`src/rtl/game_pkg.sv`:
```
`default_nettype none
// ============================================================================
//  Module      : game_pkg
//  Description : Shared game constants, sprite sizes and hit-FSM encodings.
//  Revision    : 1.0 - initial release
// ============================================================================
package game_pkg;

    localparam int SCREEN_W   = 1024;
    localparam int SCREEN_H   = 768;
    localparam int COORD_W    = 12;

    localparam int MISSILE_W  = 4;
    localparam int MISSILE_H  = 16;
    localparam int PLAYER_W   = 48;
    localparam int PLAYER_H   = 64;

    localparam int LIVES_INIT = 3;

    typedef enum logic [1:0] {
        ARMED  = 2'b00,
        INVULN = 2'b01,
        DEAD   = 2'b10
    } hit_state_t;

endpackage
`default_nettype wire

```
`src/rtl/player_hit_detector_if.sv`:
```
`default_nettype none
// ============================================================================
//  Module      : player_hit_detector_if
//  Description : Missile/player geometry inputs and hit/lives status outputs.
//  Revision    : 1.0 - initial release
// ============================================================================
interface player_hit_detector_if;
    import game_pkg::*;

    logic [COORD_W-1:0] missile_x;
    logic [COORD_W-1:0] missile_y;
    logic               missile_on;
    logic [COORD_W-1:0] player_x;
    logic [COORD_W-1:0] player_y;
    logic               new_game;
    logic               hit_pulse;
    logic               missile_kill;
    logic [1:0]         lives_out;
    logic               invuln_out;
    logic               game_over;

    modport master (
        output missile_x, missile_y, missile_on, player_x, player_y, new_game,
        input  hit_pulse, missile_kill, lives_out, invuln_out, game_over
    );

    modport slave (
        input  missile_x, missile_y, missile_on, player_x, player_y, new_game,
        output hit_pulse, missile_kill, lives_out, invuln_out, game_over
    );

endinterface
`default_nettype wire

```
`src/rtl/rect_overlap.sv`:
```
`default_nettype none
// ============================================================================
//  Module      : rect_overlap
//  Description : Registered strict AABB overlap test between rectangles A and B.
//  Revision    : 1.0 - initial release
// ============================================================================
module rect_overlap
    import game_pkg::*;
#(
    parameter int A_W = 4,
    parameter int A_H = 16,
    parameter int B_W = 48,
    parameter int B_H = 64
) (
    input  logic               pclk,
    input  logic               rst,
    input  logic [COORD_W-1:0] a_x,
    input  logic [COORD_W-1:0] a_y,
    input  logic               a_on,
    input  logic [COORD_W-1:0] b_x,
    input  logic [COORD_W-1:0] b_y,
    output logic               overlap
);

    // One extra bit so right/bottom edges near the coordinate limit never wrap
    localparam logic [COORD_W:0] c_A_W = A_W[COORD_W:0];
    localparam logic [COORD_W:0] c_A_H = A_H[COORD_W:0];
    localparam logic [COORD_W:0] c_B_W = B_W[COORD_W:0];
    localparam logic [COORD_W:0] c_B_H = B_H[COORD_W:0];

    logic [COORD_W:0] w_ax, w_ay, w_bx, w_by;
    logic [COORD_W:0] w_ax_end, w_ay_end, w_bx_end, w_by_end;
    logic             w_overlap;
    logic             r_overlap;

    assign w_ax     = {1'b0, a_x};
    assign w_ay     = {1'b0, a_y};
    assign w_bx     = {1'b0, b_x};
    assign w_by     = {1'b0, b_y};
    assign w_ax_end = w_ax + c_A_W;
    assign w_ay_end = w_ay + c_A_H;
    assign w_bx_end = w_bx + c_B_W;
    assign w_by_end = w_by + c_B_H;

    assign w_overlap = a_on
                    && (w_ax < w_bx_end) && (w_bx < w_ax_end)
                    && (w_ay < w_by_end) && (w_by < w_ay_end);

    always_ff @(posedge pclk) begin
        if (!rst) begin
            r_overlap <= 1'b0;
        end else begin
            r_overlap <= w_overlap;
        end
    end

    assign overlap = r_overlap;

endmodule
`default_nettype wire

```
`src/rtl/player_hit_detector.sv`:
```
`default_nettype none
// ============================================================================
//  Module      : player_hit_detector
//  Description : Missile-vs-player hit detection, lives, invulnerability window.
//  Revision    : 1.0 - initial release
// ============================================================================
module player_hit_detector
    import game_pkg::*;
#(
    parameter int MISSILE_W     = game_pkg::MISSILE_W,
    parameter int MISSILE_H     = game_pkg::MISSILE_H,
    parameter int PLAYER_W      = game_pkg::PLAYER_W,
    parameter int PLAYER_H      = game_pkg::PLAYER_H,
    parameter int LIVES_INIT    = game_pkg::LIVES_INIT,
    parameter int INVULN_CYCLES = 6500000
) (
    input  logic                 pclk,
    input  logic                 rst,
    player_hit_detector_if.slave bus
);

    localparam int                c_CNT_W    = $clog2(INVULN_CYCLES);
    localparam logic [c_CNT_W-1:0] c_CNT_LOAD = c_CNT_W'(INVULN_CYCLES - 1);
    localparam logic [1:0]        c_LIVES    = LIVES_INIT[1:0];

    logic               w_overlap;
    hit_state_t         r_state, w_state_nxt;
    logic [c_CNT_W-1:0] r_cnt, w_cnt_nxt;
    logic [1:0]         r_lives, w_lives_nxt;
    logic               r_hit, w_hit_nxt;
    logic               r_invuln, w_invuln_nxt;
    logic               r_game_over, w_game_over_nxt;

    rect_overlap #(
        .A_W (MISSILE_W),
        .A_H (MISSILE_H),
        .B_W (PLAYER_W),
        .B_H (PLAYER_H)
    ) u_rect_overlap (
        .pclk    (pclk),
        .rst     (rst),
        .a_x     (bus.missile_x),
        .a_y     (bus.missile_y),
        .a_on    (bus.missile_on),
        .b_x     (bus.player_x),
        .b_y     (bus.player_y),
        .overlap (w_overlap)
    );

    always_ff @(posedge pclk) begin
        if (!rst) begin
            r_state     <= ARMED;
            r_cnt       <= '0;
            r_lives     <= c_LIVES;
            r_hit       <= 1'b0;
            r_invuln    <= 1'b0;
            r_game_over <= 1'b0;
        end else begin
            r_state     <= w_state_nxt;
            r_cnt       <= w_cnt_nxt;
            r_lives     <= w_lives_nxt;
            r_hit       <= w_hit_nxt;
            r_invuln    <= w_invuln_nxt;
            r_game_over <= w_game_over_nxt;
        end
    end

    always_comb begin
        w_state_nxt     = r_state;
        w_cnt_nxt       = r_cnt;
        w_lives_nxt     = r_lives;
        w_hit_nxt       = 1'b0;
        w_invuln_nxt    = r_invuln;
        w_game_over_nxt = r_game_over;

        // new_game overrides any overlap pending in the same cycle
        if (bus.new_game) begin
            w_state_nxt     = ARMED;
            w_cnt_nxt       = '0;
            w_lives_nxt     = c_LIVES;
            w_invuln_nxt    = 1'b0;
            w_game_over_nxt = 1'b0;
        end else begin
            case (r_state)
                ARMED: begin
                    if (w_overlap) begin
                        w_hit_nxt = 1'b1;
                        if (r_lives > 2'd1) begin
                            w_lives_nxt  = r_lives - 2'd1;
                            w_cnt_nxt    = c_CNT_LOAD;
                            w_state_nxt  = INVULN;
                            w_invuln_nxt = 1'b1;
                        end else begin
                            w_lives_nxt     = 2'd0;
                            w_state_nxt     = DEAD;
                            w_game_over_nxt = 1'b1;
                        end
                    end
                end
                INVULN: begin
                    if (r_cnt == '0) begin
                        w_state_nxt  = ARMED;
                        w_invuln_nxt = 1'b0;
                    end else begin
                        w_cnt_nxt = r_cnt - 1'b1;
                    end
                end
                DEAD: begin
                    w_state_nxt = DEAD;
                end
                default: begin
                    w_state_nxt = ARMED;
                end
            endcase
        end
    end

    assign bus.hit_pulse    = r_hit;
    assign bus.missile_kill = r_hit;
    assign bus.lives_out    = r_lives;
    assign bus.invuln_out   = r_invuln;
    assign bus.game_over    = r_game_over;

endmodule
`default_nettype wire
```
`src/flat_wrapper.sv`:
```
// flat-port wrapper written by rule: the top's interface ports become plain ports
module player_hit_detector_flat import game_pkg::*;
#(
    parameter int MISSILE_W     = game_pkg::MISSILE_W,
    parameter int MISSILE_H     = game_pkg::MISSILE_H,
    parameter int PLAYER_W      = game_pkg::PLAYER_W,
    parameter int PLAYER_H      = game_pkg::PLAYER_H,
    parameter int LIVES_INIT    = game_pkg::LIVES_INIT,
    parameter int INVULN_CYCLES = 6500000
)
  (pclk, rst, bus_missile_x, bus_missile_y, bus_missile_on, bus_player_x, bus_player_y, bus_new_game, bus_hit_pulse, bus_missile_kill, bus_lives_out, bus_invuln_out, bus_game_over);
  player_hit_detector_if bus_i ();
  input  logic pclk;
  input  logic rst;
  input wire logic [$bits(bus_i.missile_x)-1:0] bus_missile_x;
  input wire logic [$bits(bus_i.missile_y)-1:0] bus_missile_y;
  input wire logic [$bits(bus_i.missile_on)-1:0] bus_missile_on;
  input wire logic [$bits(bus_i.player_x)-1:0] bus_player_x;
  input wire logic [$bits(bus_i.player_y)-1:0] bus_player_y;
  input wire logic [$bits(bus_i.new_game)-1:0] bus_new_game;
  output wire logic [$bits(bus_i.hit_pulse)-1:0] bus_hit_pulse;
  output wire logic [$bits(bus_i.missile_kill)-1:0] bus_missile_kill;
  output wire logic [$bits(bus_i.lives_out)-1:0] bus_lives_out;
  output wire logic [$bits(bus_i.invuln_out)-1:0] bus_invuln_out;
  output wire logic [$bits(bus_i.game_over)-1:0] bus_game_over;
  assign bus_i.missile_x = bus_missile_x;
  assign bus_i.missile_y = bus_missile_y;
  assign bus_i.missile_on = bus_missile_on;
  assign bus_i.player_x = bus_player_x;
  assign bus_i.player_y = bus_player_y;
  assign bus_i.new_game = bus_new_game;
  assign bus_hit_pulse = bus_i.hit_pulse;
  assign bus_missile_kill = bus_i.missile_kill;
  assign bus_lives_out = bus_i.lives_out;
  assign bus_invuln_out = bus_i.invuln_out;
  assign bus_game_over = bus_i.game_over;
  player_hit_detector #(.MISSILE_W(MISSILE_W), .MISSILE_H(MISSILE_H), .PLAYER_W(PLAYER_W), .PLAYER_H(PLAYER_H), .LIVES_INIT(LIVES_INIT), .INVULN_CYCLES(INVULN_CYCLES)) u_core (.pclk(pclk), .rst(rst), .bus(bus_i));
endmodule
```
`config.mk`:
```
export PLATFORM = sky130hd
export DESIGN_NAME = player_hit_detector_flat
export DESIGN_NICKNAME = d
export VERILOG_FILES = /design/src/rtl/game_pkg.sv /design/src/rtl/player_hit_detector_if.sv /design/src/rtl/rect_overlap.sv /design/src/rtl/player_hit_detector.sv /design/src/flat_wrapper.sv
export SDC_FILE = /design/constraint.sdc
export NUM_CORES = 1
export LEC_CHECK = 0
export CELL_PAD_IN_SITES_DETAIL_PLACEMENT = 1
export CELL_PAD_IN_SITES_GLOBAL_PLACEMENT = 2
export CORE_ASPECT_RATIO = 1.5
export CORE_UTILIZATION = 33
export DETAILED_ROUTE_END_ITERATION = 10
export HOLD_SLACK_MARGIN = 0.05
export PLACE_DENSITY_LB_ADDON = 0.1
export SLEW_MARGIN = 5
export SYNTH_ARGS = -nofsm -noshare
export SYNTH_HDL_FRONTEND = slang
export SYNTH_HIERARCHICAL = 1
export SYNTH_SLANG_ARGS = --single-unit
```
`constraint.sdc`:
```
create_clock -name pclk -period 8.1 [get_ports pclk]
set_clock_uncertainty 0.1 [all_clocks]
set_input_delay 2.43 -clock pclk [delete_from_list [all_inputs] [get_ports pclk]]
set_output_delay 2.43 -clock pclk [all_outputs]
set_load 0.005 [all_outputs]
```
Word-level counts from Yosys, hierarchy flattened
Cells that the tools add are included.
{"block": "word_totals", "ff_bits": 31, "input_bits": 52}
{"block": "classes", "add_sub_neg": 6, "n_bitwise": 3, "mux": 14, "n_reduce_logical": 14, "n_eq_ne": 6, "n_lt_le_gt_ge": 5}
{"op": "$mux 23", "n": 3}
{"op": "$lt 12x13->1", "n": 4}
{"op": "$pmux 23 s2", "n": 1}
{"op": "$logic_not 23->1", "n": 1}
{"op": "$sub 23x1->23 const B", "n": 1}
{"op": "$add 12x3->13 const B", "n": 1}
{"op": "$add 12x5->13 const B", "n": 1}
{"op": "$add 12x6->13 const B", "n": 1}
{"op": "$add 12x7->13 const B", "n": 1}
{"op": "$mux 2", "n": 4}
{"op": "$reduce_and 4->1", "n": 2}
{"op": "$pmux 2 s3", "n": 1}
{"op": "$logic_and 1x1->1", "n": 4}
{"op": "$mux 1", "n": 4}
{"op": "$ne 2x1->1 const B", "n": 2}
{"op": "$ne 2x2->1 const B", "n": 2}
{"op": "$reduce_and 2->1", "n": 2}
{"op": "$not 1->1", "n": 3}
{"op": "$reduce_and 3->1", "n": 1}
{"op": "$reduce_or 3->1", "n": 1}
{"op": "$eq 2x1->1 const B", "n": 1}
{"op": "$eq 2x2->1 const B", "n": 1}
{"op": "$gt 2x1->1 const B", "n": 1}
{"op": "$logic_not 2->1", "n": 1}
{"op": "other kinds (4)", "n": 4}

Longest topological paths before layout
{"block": "logic_depth", "word_depth": 6, "ltp_mapped": 11}

Cells and area by module
The synthesis kept the hierarchy.
{"mod": "rect_overlap", "area_each_um2": 1507.7, "instances": 1, "seq_area_each_um2": 20.0, "cells_per_inst": 193}
{"mod": "player_hit_detector", "area_each_um2": 1405.1, "instances": 1, "seq_area_each_um2": 600.6, "cells_per_inst": 161}

Worst setup path after synthesis
No wires, ideal clock.
{"block": "synth_timing", "path_type": "input to register", "from": "in bus_player_x[4]", "to": "reg u_core.u_rect_overlap.r_overlap, in the netlist u_core/u_rect_overlap/overlap", "path_slack_ns": 3.771, "arrival_ns": 4.141, "path_stages": 11, "cell_sequence": "inv_1 > ha_1 > nor3b_1 > xnor2_1 > ha_1 > a21o_1 > a21oi_1 > o211ai_1 > a221oi_2 > o21ai_1 > nor4_2"}
{"block": "synth_between", "elab_chain_cells": 6, "word_cells_on_any_way": 7}
{"element": "start, declared", "line_no": "flat_wrapper.sv:18", "text": "input wire logic [$bits(bus_i.player_x)-1:0] bus_player_x;"}
{"element": "$add 12x6->13", "line_no": "rect_overlap.sv:42", "text": "assign w_bx_end = w_bx + c_B_W;"}
{"element": "$lt 12x13->1", "line_no": "rect_overlap.sv:46", "text": "&& (w_ax < w_bx_end) && (w_bx < w_ax_end)"}
{"element": "$logic_and 1x1->1", "line_no": "rect_overlap.sv:46"}
{"element": "$logic_and 1x1->1 (*)", "line_no": "rect_overlap.sv:46"}
{"element": "$logic_and 1x1->1 (*) (2 in a row)", "line_no": "rect_overlap.sv:47", "text": "&& (w_ay < w_by_end) && (w_by < w_ay_end);"}
{"element": "end signal, assigned", "line_no": "rect_overlap.sv:53", "text": "r_overlap <= w_overlap;"}
{"element": "end, declared", "line_no": "rect_overlap.sv:34", "text": "logic r_overlap;"}
Every way passes the cells marked *; elsewhere a longest branch is shown, timed or not.
A chain may end at the register's enable or synchronous reset.

Final worst setup path
Same ends and word-level chain as after synthesis.

==> results by group <==
STA
  • Final setup TNS: 0 ns
  • Hold_ws: 0.379 ns
  • RSZ-0062 raised after global routing: false
  • Slew @ Worst Pin: 0.778 ns
  • Setup violators final: 0
  • Relative slew slack: 0.481
  • Crit path time final: 4.82 ns
  • Max Slew Vio Count: 0
  • Fmax: 207 MHz
  • Fin. Hold Viols: 0
  • Period utilisation layout: 0.595

Floorplan
  • Die Height: 117 um
  • Die Wd: 78.7 um
  • Core Area: 8460 sq um
  • Initial core utilization: 0.344
  • Row Count: 41
  • Die area: 9210 sq um
  • Num ports: 58

Global route
  • GR Util All Layers: 0.193
  • Overflow after GRT: 0
  • Largest net degree at the start of global routing: 20
  • Global-route wire length before repair: 14,100 um
  • Initial antenna violation count: 0
  • Vias in the first global route: 3,043

Synthesis
  • Synth top area cells: dfxtp_1 (21%), ha_1 (21%), xnor2_1 (5.4%)
  • Synth unique cells: 57
  • Post-synthesis cell count: 354
  • Top_reg_cell synth: dfxtp_1
  • Share of the synthesized area in the top cell type: 0.213
  • Area leader, netlist: dfxtp_1
  • Synth async-reset ratio: 0
  • Cell Area, Synth: 2910 sq um
  • Register bit total from synthesis: 31
  • Post-synthesis sequential area ratio: 0.213
  • Ys Warns: 6
  • Synth Net Count: 455
  • Post-Syn Area per Cell: 8.23 sq um
  • Post-synth EDFFs: 0

Flow run
  • Max Cap Viol: 0

Setup path
  • CP Launch Type: input pin
  • Worst Path Arrival: 4.90 ns
  • Worst path slowest cell: clkdlybuf4s50_1
  • CP max FO: 4
  • R2R Setup Slk: 5.37 ns
  • Reg2Reg Depth: 7
  • Crit Reg-Reg Endpoint: u_core/r_cnt[10]
  • WP data required: 8.18 ns
  • R2R Path Start: u_core/r_cnt[0]
  • Cell Chain, Critical Path: clkdlybuf4s50_1, inv_1, ha_1, nor3b_1, xnor2_1, ha_1, a21o_1, a21oi_1, o211ai_1, a221oi_2, o21ai_1, nor4_2
  • CP Class: in -> reg
  • Most numerous cell on the critical path: ha_1
  • CP Capture Type: register
  • CP max stage delay: 0.52 ns

Hold path
  • Hold path startpoint: u_core/bus.lives_out[1]
  • HP Class: reg -> reg
  • WHS Path Cells: 2
  • Hold EP: u_core/bus.lives_out[0]

Clock network
  • Clk root buf: clkbuf_16
  • CTS buffer count: 5
  • Clock slew at reported path FFs: 0.05 ns
  • Worst-Skew Late Latency: 0.28 ns
  • Clk sink count: 31
  • Setup Fix Bufs, Post-CTS: 0
  • Hold buffer count at CTS: 0
  • TritonCTS clock tree: built
  • CTS H-tree depth: 2
  • Longest Clk Path Bufs: 2
  • Cts repair resizes: 0

Pwr
  • Leakage Power: 1.51 nW
  • VDD IR max: 0.0964 mV
  • PwrDens: 132 nW/um^2

Place
  • GPL Wtd Cong: 0.791
  • # port buffers: 57
  • DP HPWL: 6860 um

Layout
  • Post-Route Utilization: 0.445
  • Syn-to-layout area delta: 29.4%
  • Reg area: 621 sq um
  • Antenna Cells: 0
  • Fin nets: 513
  • Share of layout cells above drive strength 1: 0.0630
  • Multi-input gate area: 2170 sq um
  • Fillers: 1,019

Detailed routing
  • DR DRC count: 0
  • DRT antenna net count: 0
  • DR iter-0 viols: 103
  • Post-DR wirelength/cell: 15.7 um
  • DR pass1 iterations: 4
  • Via count: 2,855
  • Vias per inst: 5.49
  • Routed WL: 8160 um

Status
  • Status: finished clean
## flip-flops by register name, indices dropped and copies added, names as in the netlist
register / count
u_core/bus.hit_pulse: 1
u_core/r_state: 2
u_core/bus.invuln_out: 1
u_core/bus.game_over: 1
u_core/r_cnt: 23
u_core/bus.lives_out: 2
u_core/u_rect_overlap/overlap: 1
## kinds of logic (layout without fill, tap and decap cells)
| family | Yosys count | after routing | share of synthesized area |
|---|---|---|---|
| xor gates and xnor gates | 33 | 33 | 0.0992 |
| DFF | 31 | 31 | 0.213 |
| AOI/OAI and AO/OA | 82 | 82 | 0.189 |
| and+or+nand+nor | 127 | 127 | 0.244 |
| buffers and inverters | 32 | 91 | 0.0434 |
| adders and majority gates | 49 | 49 | 0.210 |
## layout make-up
cell class,instances,share of cell area
inverter,24,0.0239
multi-input combinational,291,0.575
sequential,31,0.165
tap,107,0.0355
clock buffer,6,0.0368
timing repair buffer,59,0.155
clock inverter,2,0.00929
## how the worst max path moves through the flow
| stage | from | to | slack [ns] | cells after the start |
|---|---|---|---|---|
| final | bus_player_x[4] | u_core/u_rect_overlap/overlap | 3.28 | 12 |
| after global routing | bus_player_x[4] | u_core/u_rect_overlap/overlap | 3.01 | 12 |
| after CTS | bus_player_x[4] | u_core/u_rect_overlap/overlap | 3.26 | 12 |
| after detailed placement | bus_player_x[4] | u_core/u_rect_overlap/overlap | 2.98 | 12 |
| after global placement | bus_player_x[4] | u_core/u_rect_overlap/overlap | 3.07 | 12 |
| after floorplan | bus_player_x[4] | u_core/u_rect_overlap/overlap | 3.77 | 11 |
## metal layers
layer,global-route usage,vias up,routed length [um]
met4,0.0827,0,232
met3,0.0194,18,130
met1,0.189,1371,3020
met2,0.399,41,4790
met5,0,-,0
li1,-,1425,-
## synthesized netlist by cell type (all sizes together), types with 5 or more instances
library cell and n:
xor2 15, xnor2 18, a21oi 23, o21ai 15, ha 49, a211oi 10
nor2 28, nand3 19, inv 24, nand2b 5, nand2 17, nor3 17
and3 9, clkbuf 5, or4 6, dfxtp 31, a31oi 6
## worst max-delay path: cells and delay by family
family          cells  cell delay [ns]
fa+ha+maj           2             0.52
compound gates      5             0.72
simple gates        2             0.46
buf+inv             2             0.61
xor+xnor            1             0.15
## metrics by stage
step	instance area [sq um]	total power [mW]	worst slack, ns	instances
finish	3770	0.498	3.28	520
global placement	3600	0.282	3.07	512
CTS	3770	0.506	3.26	520
floorplan	2910	0.227	3.77	354
detailed placement	3600	0.285	2.98	512
global route	3770	0.530	3.01	520
## cells in the final DEF (no fill, tap or decap), types with 2 or more instances in the layout
cell type,netlist,layout
nand4_1,2,2
a2111oi_0,2,2
xnor2_1,18,18
or3_1,3,3
nor2_1,28,28
nand3_2,2,2
a21oi_1,23,23
o31ai_1,3,3
clkbuf_16,0,5
a211oi_1,10,10
ha_1,49,49
o21ai_0,14,14
nand2_1,17,17
nand2b_1,5,5
nand4b_1,2,2
a31oi_1,6,6
nor2b_1,3,3
o211ai_1,3,3
nor3b_1,2,2
nor3_1,16,16
a21o_1,2,2
o2111ai_1,3,3
inv_1,24,24
nor4_2,2,2
nand3_1,17,17
o31a_1,2,2
and4_1,4,4
clkdlybuf4s50_1,0,57
xor2_1,15,15
buf_4,1,2
nor4_1,2,2
a311oi_1,4,4
and3_1,7,7
or4_1,5,5
dfxtp_1,31,31
## report_power, final
part / internal, mW / total, mW / switching (mW)
Sequential: 0.154 / 0.156 / 0.00158
Combinational: 0.0607 / 0.124 / 0.0631
Clock: 0.153 / 0.218 / 0.0656
Total: 0.368 / 0.498 / 0.130
Note: power is estimated with default switching activity, not from simulation.
